### config.mk
export PLATFORM = sky130hd
export DESIGN_NAME = button_conditioner
export DESIGN_NICKNAME = d
export VERILOG_FILES = /design/src/rtl/stopwatch_pkg.sv /design/src/rtl/debounce_ch.sv /design/src/rtl/button_conditioner.sv
export SDC_FILE = /design/constraint.sdc
export NUM_CORES = 1
export LEC_CHECK = 0
export BUFFER_PORTS_ARGS = -buffer_cell sky130_fd_sc_hd__buf_2
export CAP_MARGIN = 10
export CORE_ASPECT_RATIO = 0.5
export CORE_MARGIN = 3
export CORE_UTILIZATION = 50
export CTS_CLUSTER_SIZE = 40
export DETAILED_ROUTE_END_ITERATION = 10
export PLACE_DENSITY = 0.82
export SYNTH_ARGS = -nofsm -noshare
export SYNTH_HDL_FRONTEND = slang
export SYNTH_SLANG_ARGS = --single-unit
### constraint.sdc
create_clock -name clk_50M -period 2.05 [get_ports clk_50M]
set_input_delay 0.3075 -clock clk_50M [delete_from_list [all_inputs] [get_ports clk_50M]]
set_output_delay 0.3075 -clock clk_50M [all_outputs]
set_load 0.005 [all_outputs]
### src/rtl/stopwatch_pkg.sv
// Shared constants and helpers for the stopwatch push-button front end.
// Latency: n/a (declarations only).
// Backpressure: n/a (no handshakes in this package).
package stopwatch_pkg;

  // Button bit positions within btn_raw / btn_level / btn_press / btn_release
  localparam int BTN_PAUSE = 0;
  localparam int BTN_LAP   = 1;
  localparam int BTN_VIEW  = 2;
  localparam int BTN_CLEAR = 3;
  localparam int NUM_BTNS  = 4;

  // Number of lap capture slots; slot 0 means "nothing captured yet"
  localparam int LAP_SLOTS = 3;

  // 10 ms at 50 MHz
  localparam int DEFAULT_DEBOUNCE_CYCLES = 500000;
  localparam int DEFAULT_SYNC_STAGES     = 2;

  typedef logic [1:0] slot_t;

  // Lap slot advance: 0->1->2->3->1, never returns to 0 except via clear
  function automatic slot_t next_lap_slot(input slot_t cur);
    if (cur == slot_t'(LAP_SLOTS)) begin
      return slot_t'(1);
    end
    return cur + slot_t'(1);
  endfunction

endpackage : stopwatch_pkg

### src/rtl/debounce_ch.sv
// One button channel: synchronizer, stability counter, debounced level, edge pulses.
// Latency: SYNC_STAGES+DEBOUNCE_CYCLES clocks raw edge -> level, one more to press/release.
// Backpressure: none; free-running, pulses are single-cycle strobes.
module debounce_ch
  import stopwatch_pkg::*;
#(
  parameter int DEBOUNCE_CYCLES = DEFAULT_DEBOUNCE_CYCLES,
  parameter int SYNC_STAGES     = DEFAULT_SYNC_STAGES
) (
  input  logic clk_50M,
  input  logic reset_n,
  input  logic btn_raw,
  output logic btn_level,
  output logic btn_press,
  output logic btn_release
);

  localparam int CNT_W = $clog2(DEBOUNCE_CYCLES + 1);
  localparam logic [CNT_W-1:0] CNT_LAST = CNT_W'(DEBOUNCE_CYCLES - 1);

  logic [SYNC_STAGES-1:0] sync_q, sync_d;
  logic [CNT_W-1:0]       cnt_q, cnt_d;
  logic                   level_q, level_d;
  logic                   level_dly_q, level_dly_d;
  logic                   press_q, press_d;
  logic                   release_q, release_d;
  logic                   sync_out;

  assign sync_out = sync_q[SYNC_STAGES-1];

  // Next-state: shift the synchronizer, count disagreement cycles, derive edges
  always_comb begin
    sync_d      = {sync_q[SYNC_STAGES-2:0], btn_raw};
    cnt_d       = cnt_q;
    level_d     = level_q;
    if (sync_out == level_q) begin
      // Input agrees with accepted level: any partial count is discarded
      cnt_d = '0;
    end else if (cnt_q == CNT_LAST) begin
      level_d = sync_out;
      cnt_d   = '0;
    end else begin
      cnt_d = cnt_q + 1'b1;
    end
    // Edges are taken one cycle behind the level so the pulses are registered
    level_dly_d = level_q;
    press_d     = level_q & ~level_dly_q;
    release_d   = ~level_q & level_dly_q;
  end

  // State registers; reset aborts any pending change
  always_ff @(posedge clk_50M or negedge reset_n) begin
    if (!reset_n) begin
      sync_q      <= '0;
      cnt_q       <= '0;
      level_q     <= 1'b0;
      level_dly_q <= 1'b0;
      press_q     <= 1'b0;
      release_q   <= 1'b0;
    end else begin
      sync_q      <= sync_d;
      cnt_q       <= cnt_d;
      level_q     <= level_d;
      level_dly_q <= level_dly_d;
      press_q     <= press_d;
      release_q   <= release_d;
    end
  end

  assign btn_level   = level_q;
  assign btn_press   = press_q;
  assign btn_release = release_q;

endmodule : debounce_ch

### src/rtl/button_conditioner.sv
// Debounces the four stopwatch buttons and runs the pause / lap / view controls.
// Latency: control state updates one clock after the press pulse.
// Backpressure: none; every press pulse is consumed in the cycle it appears.
module button_conditioner
  import stopwatch_pkg::*;
#(
  parameter int DEBOUNCE_CYCLES = DEFAULT_DEBOUNCE_CYCLES,
  parameter int SYNC_STAGES     = DEFAULT_SYNC_STAGES
) (
  input  logic                clk_50M,
  input  logic                reset_n,
  input  logic [NUM_BTNS-1:0] btn_raw,
  output logic [NUM_BTNS-1:0] btn_level,
  output logic [NUM_BTNS-1:0] btn_press,
  output logic [NUM_BTNS-1:0] btn_release,
  output logic                pause_state,
  output logic                lap_pulse,
  output logic [1:0]          lap_idx,
  output logic [1:0]          view_sel
);

  // Independent channel per button, no shared counter
  for (genvar g = 0; g < NUM_BTNS; g++) begin : g_ch
    debounce_ch #(
      .DEBOUNCE_CYCLES (DEBOUNCE_CYCLES),
      .SYNC_STAGES     (SYNC_STAGES)
    ) u_ch (
      .clk_50M     (clk_50M),
      .reset_n     (reset_n),
      .btn_raw     (btn_raw[g]),
      .btn_level   (btn_level[g]),
      .btn_press   (btn_press[g]),
      .btn_release (btn_release[g])
    );
  end

  logic  pause_q, pause_d;
  slot_t lap_q, lap_d;
  slot_t view_q, view_d;

  // Control updates; clear overrides every other press in the same cycle
  always_comb begin
    pause_d = pause_q;
    lap_d   = lap_q;
    view_d  = view_q;
    if (btn_press[BTN_CLEAR]) begin
      pause_d = 1'b0;
      lap_d   = '0;
      view_d  = '0;
    end else begin
      if (btn_press[BTN_PAUSE]) pause_d = ~pause_q;
      if (btn_press[BTN_LAP])   lap_d   = next_lap_slot(lap_q);
      if (btn_press[BTN_VIEW])  view_d  = view_q + slot_t'(1);
    end
  end

  // Control state registers
  always_ff @(posedge clk_50M or negedge reset_n) begin
    if (!reset_n) begin
      pause_q <= 1'b0;
      lap_q   <= '0;
      view_q  <= '0;
    end else begin
      pause_q <= pause_d;
      lap_q   <= lap_d;
      view_q  <= view_d;
    end
  end

  assign pause_state = pause_q;
  assign lap_idx     = lap_q;
  assign view_sel    = view_q;
  assign lap_pulse   = btn_press[BTN_LAP];

endmodule : button_conditioner

* After elaboration in Yosys (flattened, before gate mapping)
Index checks and enable logic that the tools add are counted. W data, S select, Z words.
Storage, ports and cells: register bits after elaboration 105
Cells by class: $add $sub $neg 6, equality and inequality tests 9, multiplexer cells 19, bitwise operators 21, reductions and logical operators 7
Operator list (number):
- $mux W19 | 8
- $add A19 B1 Y19 const B | 4
- $eq A19 B19 Y1 const B | 4
- $not A1 Y1 | 13
- $mux W2 | 6
- $and A1 B1 Y1 | 8
- $reduce_and A2 Y1 | 4
- $reduce_bool A2 Y1 | 3
- $mux W1 | 5
- $add A2 B1 Y2 const B | 2
- $eq A1 B1 Y1 | 4
- $eq A2 B2 Y1 const B | 1

* Depth between registers and ports, before layout
Gate-level depths: netlist of run 1.
word-level depth 7, mapped depth 7, mapped depth without buffers 5

* Modules after synthesis
A second synthesis of run 1 with hierarchy kept.
Unflattened totals: cells, all modules 460, area, all modules 4729.5 um^2
By module, submodules not included:
- debounce_ch (g_ch[0].u_ch ...) | instances 3, cells an instance 110, area each 1122.3 um^2, seq. area each 625.6 um^2
- debounce_ch (g_ch[1].u_ch) | instances 1, cells an instance 110, area each 1132.3 um^2, seq. area each 625.6 um^2
- button_conditioner | instances 1, cells an instance 20, area each 230.2 um^2, seq. area each 125.1 um^2

* Worst setup path after synthesis of run 1
Ideal clock, no wire load.
path type reg-to-reg, start register g_ch[1].u_ch.cnt_q[12], end register g_ch[1].u_ch.level_q, library setup time 0.125 ns, arrival time 1.879 ns, required time 1.925 ns, slack 0.046 ns, stages on the path, launching flop included 5, cells stage by stage dfrtp_1 -> or4_1 -> or4_4 -> nor2_1 -> mux2_2
On the way: cells in the longest elaborated chain, start to end 2
RTL lines:
- start: declaration | RTL line debounce_ch.sv:22 | logic [CNT_W-1:0] cnt_q, cnt_d;
- start signal: assignment | RTL line debounce_ch.sv:62 | cnt_q <= cnt_d;
- $eq A19 B19 Y1 | RTL line debounce_ch.sv:39 | end else if (cnt_q == CNT_LAST) begin
- $reduce_and A2 Y1 (no line)
- end signal: assignment | RTL line debounce_ch.sv:63 | level_q <= level_d;
- end: declaration | RTL line debounce_ch.sv:23 | logic level_q, level_d;
No other way between the ends. A chain may end at the register's enable or synchronous reset.

* Final worst setup path of run 1
Same ends and word-level chain as after synthesis.

==> results of run 1 <==
registers in the layout, indices dropped and copies added (netlist names):
register,flops
g_ch.u_ch.btn_press,4
g_ch.u_ch.level_dly_q,4
g_ch.u_ch.cnt_q,76
view_sel,2
g_ch.u_ch.sync_q,8
g_ch.u_ch.btn_level,4
pause_state,1
g_ch.u_ch.btn_release,4
lap_idx,2
layout make-up:
type | count | area, µm²
Clock buffer | 10 | 229
Clock inverter | 6 | 75.1
Fill cell | 687 | 3480
Inverter | 21 | 78.8
Multi-Input combinational cell | 318 | 2000
Sequential cell | 105 | 2630
Tap cell | 130 | 163
Timing Repair Buffer | 54 | 378
worst max-delay path, delay by kind of cell (launching register included):
kind	cells	cell delay [ns]
flip-flops	1	0.37
multiplexers	1	0.33
AND/OR/NAND/NOR	3	1.20
where the power goes:
part | internal (mW) | switching, mW
Clock | 0.967 | 0.773
Combinational | 0.0471 | 0.0883
Sequential | 2.10 | 0.0271
Total | 3.11 | 0.888
cells in the mapped netlist, drive strengths merged (6+ instances only):
master  count  area [µm²]
dfrtp     105        2630
nor2       69         259
xnor2      39         342
nand3      23         128
inv        21        78.8
a21oi      20         100
nand2      20        75.1
nand4      19         125
buf        16         116
xor2       16         140
o21ai      14        85.1
or3        13        81.3
nor3       12        60.1
or4        12        93.8
nor4       11        68.8
nor2b       8        50.1
o31ai       8        65.1
clkbuf      6        22.5
cells by family after synthesis:
family	count (synthesis)	synth area share [%]
XOR/XNOR	55	9.97
flip-flops	105	54.4
adder cells (fa/ha/maj)	5	1.29
AO/OA/AOI/OAI	45	5.70
AND/OR/NAND/NOR	208	23.0
multiplexers	5	1.14
buffers and inverters	43	4.51
per-stage QoR:
step | instances | total power, mW
floorplan | 466 | 2.22
global placement | 627 | 2.29
detailed placement | 627 | 2.30
CTS | 644 | 4.04
global route | 644 | 4.15
finish | 644 | 4.00
final timing paths:
check,from,to,cells past startpoint
min reg2reg,g_ch[2].u_ch.sync_q[0],g_ch[2].u_ch.sync_q[1],0
max in group asynchronous,reset_n,g_ch[1].u_ch.cnt_q[10],3
min in group asynchronous,reset_n,g_ch[1].u_ch.sync_q[1],2
max reg2reg,g_ch[1].u_ch.cnt_q[12],g_ch[1].u_ch.btn_level,4
min,btn_raw[3],g_ch[3].u_ch.sync_q[0],1
max,g_ch[1].u_ch.cnt_q[12],g_ch[1].u_ch.btn_level,4
metal layers:
| layer | global-route usage, % | vias to the layer above | share of wire [%] |
|---|---|---|---|
| met5 | 0 | - | 0 |
| met4 | 6.42 | 0 | 1.4 |
| met3 | 4.22 | 10 | 2.7 |
| met2 | 30.7 | 39 | 49 |
| met1 | 21.4 | 1683 | 47 |
| li1 | - | 1700 | - |
what timing repair did:
action | 4_1_cts | 5_1_grt
hold buffers | 1 | 0
gates resized for setup | 0 | 5
endpoints found under the setup margin | 0 | 3
hold endpoints to repair | 30 | 0
==> key figures, run 1 <==
Outcome
  • Status: finished clean

Clock network
  • Skew-Pair Late Insertion Delay: 0.34 ns
  • Num CTS Buffers: 9
  • CTS tree: yes
  • H-Tree Level Count: 3
  • Post-CTS setup buffers: 0
  • Clk slew on worst S/H paths: 0.07 ns
  • Clock sinks: 105
  • Root buf cell: clkbuf_16
  • Longest Clk Path Bufs: 2

Critical path
  • Max Fanout on Critical Path: 2
  • CP endpoint kind: register
  • R2R setup slack: 0.04 ns
  • Worst setup SP type: register
  • Slowest cell delay on critical path: 0.55 ns
  • CP cell instances: or4_1 > or4_4 > nor2_1 > mux2_2
  • Crit path kind: register to register
  • Critical Path RT: 2.28 ns
  • Worst EP arrival: 2.24 ns
  • Critical-path top delay cell: or4_4

Yosys
  • Distinct cells, synth: between 40 and 50
  • Post-synthesis cell count: 466
  • Post-synth ARST share: 100%
  • Top_reg_cell synth: dfrtp_1
  • Post-Syn Area: around 4800 µm²
  • Yosys Warn Count: 0
  • Syn nets: 477
  • Sequential share of the synthesized area: 54.4%
  • Post-synth EDFFs: 0
  • Synth Area per Inst: between 10 and 15 µm²
  • Flops & latches, synth: 105

Placement
  • GPL Wtd Cong: 0.824
  • Post-DP Area: 5220 µm²
  • Post-place setup slack: 0.0506 ns
  • Hpwl dp: about 6200 µm
  • Buffers added on ports: 23

GRT
  • Initial antenna violation count: 0
  • Total gr overflow: 0
  • Pin count of the biggest net entering global routing: 34
  • First-pass GRT wire length: 15,400 µm
  • Vias in the first global route: 3,350
  • Gr usage total: 17.3%

Routing
  • DRT Pass-1 Iters: 4
  • # DRC: 0
  • Vias/cell: 5.33
  • DRT iter0 DRCs: 179
  • ANT nets after route: 0
  • Routed WL: 8910 µm
  • Routed vias: about 3,400
  • Wirelength per Cell: 13.8 µm

Floorplanning
  • Rows: 24
  • Full die area: 11,000 µm²
  • Ports: 24
  • Core box area: 9040 µm²
  • Starting Density: 53.5%
  • Die Y: ~76 µm
  • Die X: around 150 µm

Finish
  • Final core occ: 61.5%
  • # diodes: 0
  • NumNets Final: 520
  • Most frequent cells in the layout: dfrtp_1, nor2_1, xnor2_1
  • Fraction of layout cells with a size suffix above 1: 16.9%
  • Commonest non-fill, non-tap cell in the layout: dfrtp_1
  • Layout area overhead: 15.0%
  • Fin area: 5560 µm²

STA
  • Fin crit share: 98.0%
  • RSZ-0062 raised after global routing: false
  • Setup skew after layout: 0.00452 ns
  • Slew margin rel.: 61.9%
  • Hold Slack: between 0.06 and 0.07 ns
  • Least-Margin Pin Slew: 0.566 ns
  • Endpoints failing hold: 0
  • Setup violators final: 0
  • FMAX: 498 MHz
  • Slew Limit Fails: 0
  • Sum Neg Setup Slack: 0 ns
  • Min Clock Period, post-route: 2.01 ns
  • Slack of the critical path: 0.0407 ns

Power and ir drop
  • Leakage: roughly 2.4 nW
  • Pwr Density: 720 nW/µm²
  • Peak VDD IR: 0.000479 V

Worst hold path
  • Worst Hold Class: input pin to register

Job
  • Max_cap viols: 0
Note: power is estimated with default switching activity, not from simulation.
==> inputs of run 2 (changes only) <==
- REMOVE_ABC_BUFFERS: default -> 1
==> key figures, run 2 (synthesis gave the netlist of run 1 again) <==
Finish
  • Layout area overhead: 14.7%
  • NumNets Final: 522 (+0.38%)
  • # diodes: 0 (unchanged)
  • Most frequent cells in the layout: dfrtp_1, nor2_1, xnor2_1
  • Fraction of layout cells with a size suffix above 1: 18.0% (+1.1 points)
  • Commonest non-fill, non-tap cell in the layout: dfrtp_1
  • Multi-input logic area: 2010 µm² (+0.12%)
  • Biggest regs: g_ch.u_ch.cnt_q: 76 flops, g_ch.u_ch.sync_q: 8 flops
  • Fill cells: 679 (-1.2%)
  • Most flops, register: g_ch.u_ch.cnt_q
  • Max reg flops: 76 (unchanged)
  • Fin area: 5540 µm² (-0.27%)
  • Register area: 2630 µm² (about the same)

STA
  • Fin crit share: 97.8% (-0.24 points)
  • Slew margin rel.: 58.1% (-3.8 points)
  • Min Clock Period, post-route: 2.00 ns (-0.00500 ns)
  • Slew Limit Fails: 0 (unchanged)
  • Slack of the critical path: 0.0457 ns (+0.00500 ns)
  • Setup violators final: 0 (unchanged)
  • FMAX: 499 MHz (+0.25%)
  • Least-Margin Pin Slew: 0.623 ns (+0.0571 ns)
  • Setup skew after layout: 0.00536 ns (+0.000848 ns)
  • Endpoints failing hold: 0 (unchanged)

Floorplanning
  • Ports: 24 (unchanged)
  • Starting Density: 53.5% (unchanged)
  • Full die area: 11,000 µm² (unchanged)
  • Die X: 145 µm (unchanged)
  • Die Y: 75.5 µm (unchanged)
  • Core box area: 9040 µm² (unchanged)
  • Rows: 24 (unchanged)

Power and ir drop
  • Pwr Density: 701 nW/µm² (-2.7%)
  • Leakage: 2.35 nW (about the same)
  • Peak VDD IR: 0.000452 V (-5.7%)

Routing
  • Wirelength per Cell: 14.8 µm (+7.2%)
  • # DRC: 0 (unchanged)
  • Routed WL: 9580 µm (+7.6%)
  • Uppermost layer routed: met4
  • M1 WL: 4340 µm (+4.1%)
  • DRT iter0 DRCs: 229 (+28%)
  • Met2 wire length: 4750 µm (+8.5%)
  • Routed vias: 3,532 (+2.9%)
  • Detail Route met3 WL: 340 µm (+42%)
  • Vias/cell: 5.47 (+2.6%)
  • DRT Pass-1 Iters: 4 (unchanged)
  • ANT nets after route: 0 (unchanged)

GRT
  • Total gr overflow: 0 (unchanged)
  • Gr usage total: 18.7% (+1.4 points)
  • First-pass GRT wire length: 16,500 µm (+7.1%)
  • Initial antenna violation count: 0 (unchanged)
  • Vias in the first global route: 3,606 (+7.6%)
  • Pin count of the biggest net entering global routing: 52 (+53%)

Clock network
  • Clock sinks: 105 (unchanged)
  • Root buf cell: clkbuf_16
  • Num CTS Buffers: 9 (unchanged)
  • CTS tree: yes
  • H-Tree Level Count: 3 (unchanged)
  • Clk slew on worst S/H paths: 0.07 ns (about the same)
  • Skew-Pair Late Insertion Delay: 0.35 ns (about the same)
  • Longest Clk Path Bufs: 2 (unchanged)

Placement
  • Post-DP Area: 5190 µm² (-0.67%)
  • Buffers added on ports: 23 (unchanged)
  • GPL Wtd Cong: 0.797 (-3.4%)
  • Post-place setup slack: 0.00652 ns (-0.0440 ns)
  • Hpwl dp: 6530 µm (+6.0%)

Critical path
  • Crit path kind: register to register
  • Worst R2R Start: g_ch[1].u_ch.cnt_q[12]
  • Critical Path RT: 2.27 ns (about the same)
  • Worst EP arrival: 2.22 ns (-0.02 ns)
  • Max Fanout on Critical Path: 8 (+6)
  • Reg2reg end: g_ch[1].u_ch.cnt_q[18]
  • CP endpoint kind: register
  • Worst setup SP type: register
  • Worst Reg-to-Reg Cells: 5 (+1)
  • R2R setup slack: 0.05 ns (about the same)

Outcome
  • Status: finished clean

Worst hold path
  • Hold endpoint: g_ch[3].u_ch.sync_q[0]
  • Worst hold stages: 1 (unchanged)
  • Hold Crit Start: btn_raw[3]
  • Worst Hold Class: input pin to register

Job
  • Max_cap viols: 0 (unchanged)
-- run 2: cell count changes in the layout (fill, tap and decap cells not counted), sizes merged --
cell and change:
buf +2, clkinv +2, bufinv -1, clkbuf -1
-- run 2: stage by stage --
step                      utilization (%)  hold slack, ns  power, mW  instances  setup TNS (ns)
after floorplan                         -          0.0119       2.21        444               0
final                                61.3          0.0567       3.88        646               0
after detailed placement             57.4           0.289       2.29        624               0
after global routing                 61.3          0.0495       4.01        646         -0.0369
after CTS                            60.6          0.0472       3.92        641               0
after global placement               57.4           0.284       2.29        624               0
-- run 2: worst max path at each step --
stage	startpoint	to	slack, ns
after floorplan	g_ch[1].u_ch.cnt_q[12]	g_ch[1].u_ch.btn_level	0.05
after global placement	g_ch[1].u_ch.cnt_q[11]	g_ch[1].u_ch.btn_level	0.05
after detailed placement	g_ch[1].u_ch.cnt_q[11]	g_ch[1].u_ch.btn_level	0.007
after CTS	g_ch[1].u_ch.cnt_q[11]	g_ch[1].u_ch.cnt_q[10]	0.001
after global routing	g_ch[1].u_ch.cnt_q[10]	g_ch[1].u_ch.cnt_q[18]	-0.03
final	g_ch[1].u_ch.cnt_q[12]	g_ch[1].u_ch.cnt_q[18]	0.05
-- run 2: where the power goes --
group          switching, mW  internal, mW
clock network          0.788         0.834
registers             0.0259          2.10
logic                 0.0906        0.0461
total                  0.904          2.98
-- run 2: final cells by class --
type / instances / share of cell area [%]
repair buffers: 56 / 7.00
inverters: 21 / 1.42
flip-flops and latches: 105 / 47.4
clock inverters: 7 / 0.948
well taps: 130 / 2.94
multi-input cells: 318 / 36.2
clock buffers: 9 / 4.06
-- run 2: timing repair --
| action | CTS | global route |
|---|---|---|
| pin swaps | 0 | 2 |
| resized for setup | 1 | 8 |
| buffers inserted | 0 | 5 |
| endpoints found under the hold margin | 32 | 0 |
| hold buffers | 1 | 0 |
| endpoints found under the setup margin | 1 | 30 |
-- run 2: critical path: stages, from the launching register on --
cell     delay (ns)
dfrtp_1        0.37
or4_1          0.53
or4_4          0.53
o21ai_4        0.22
buf_6          0.16
a21oi_1        0.05
-- run 2: per-layer routing --
metal,up-vias,global-route usage (%)
met1,1763,22.8
li1,1698,-
met2,56,33.2
met4,0,6.74
met3,15,4.93
met5,-,0
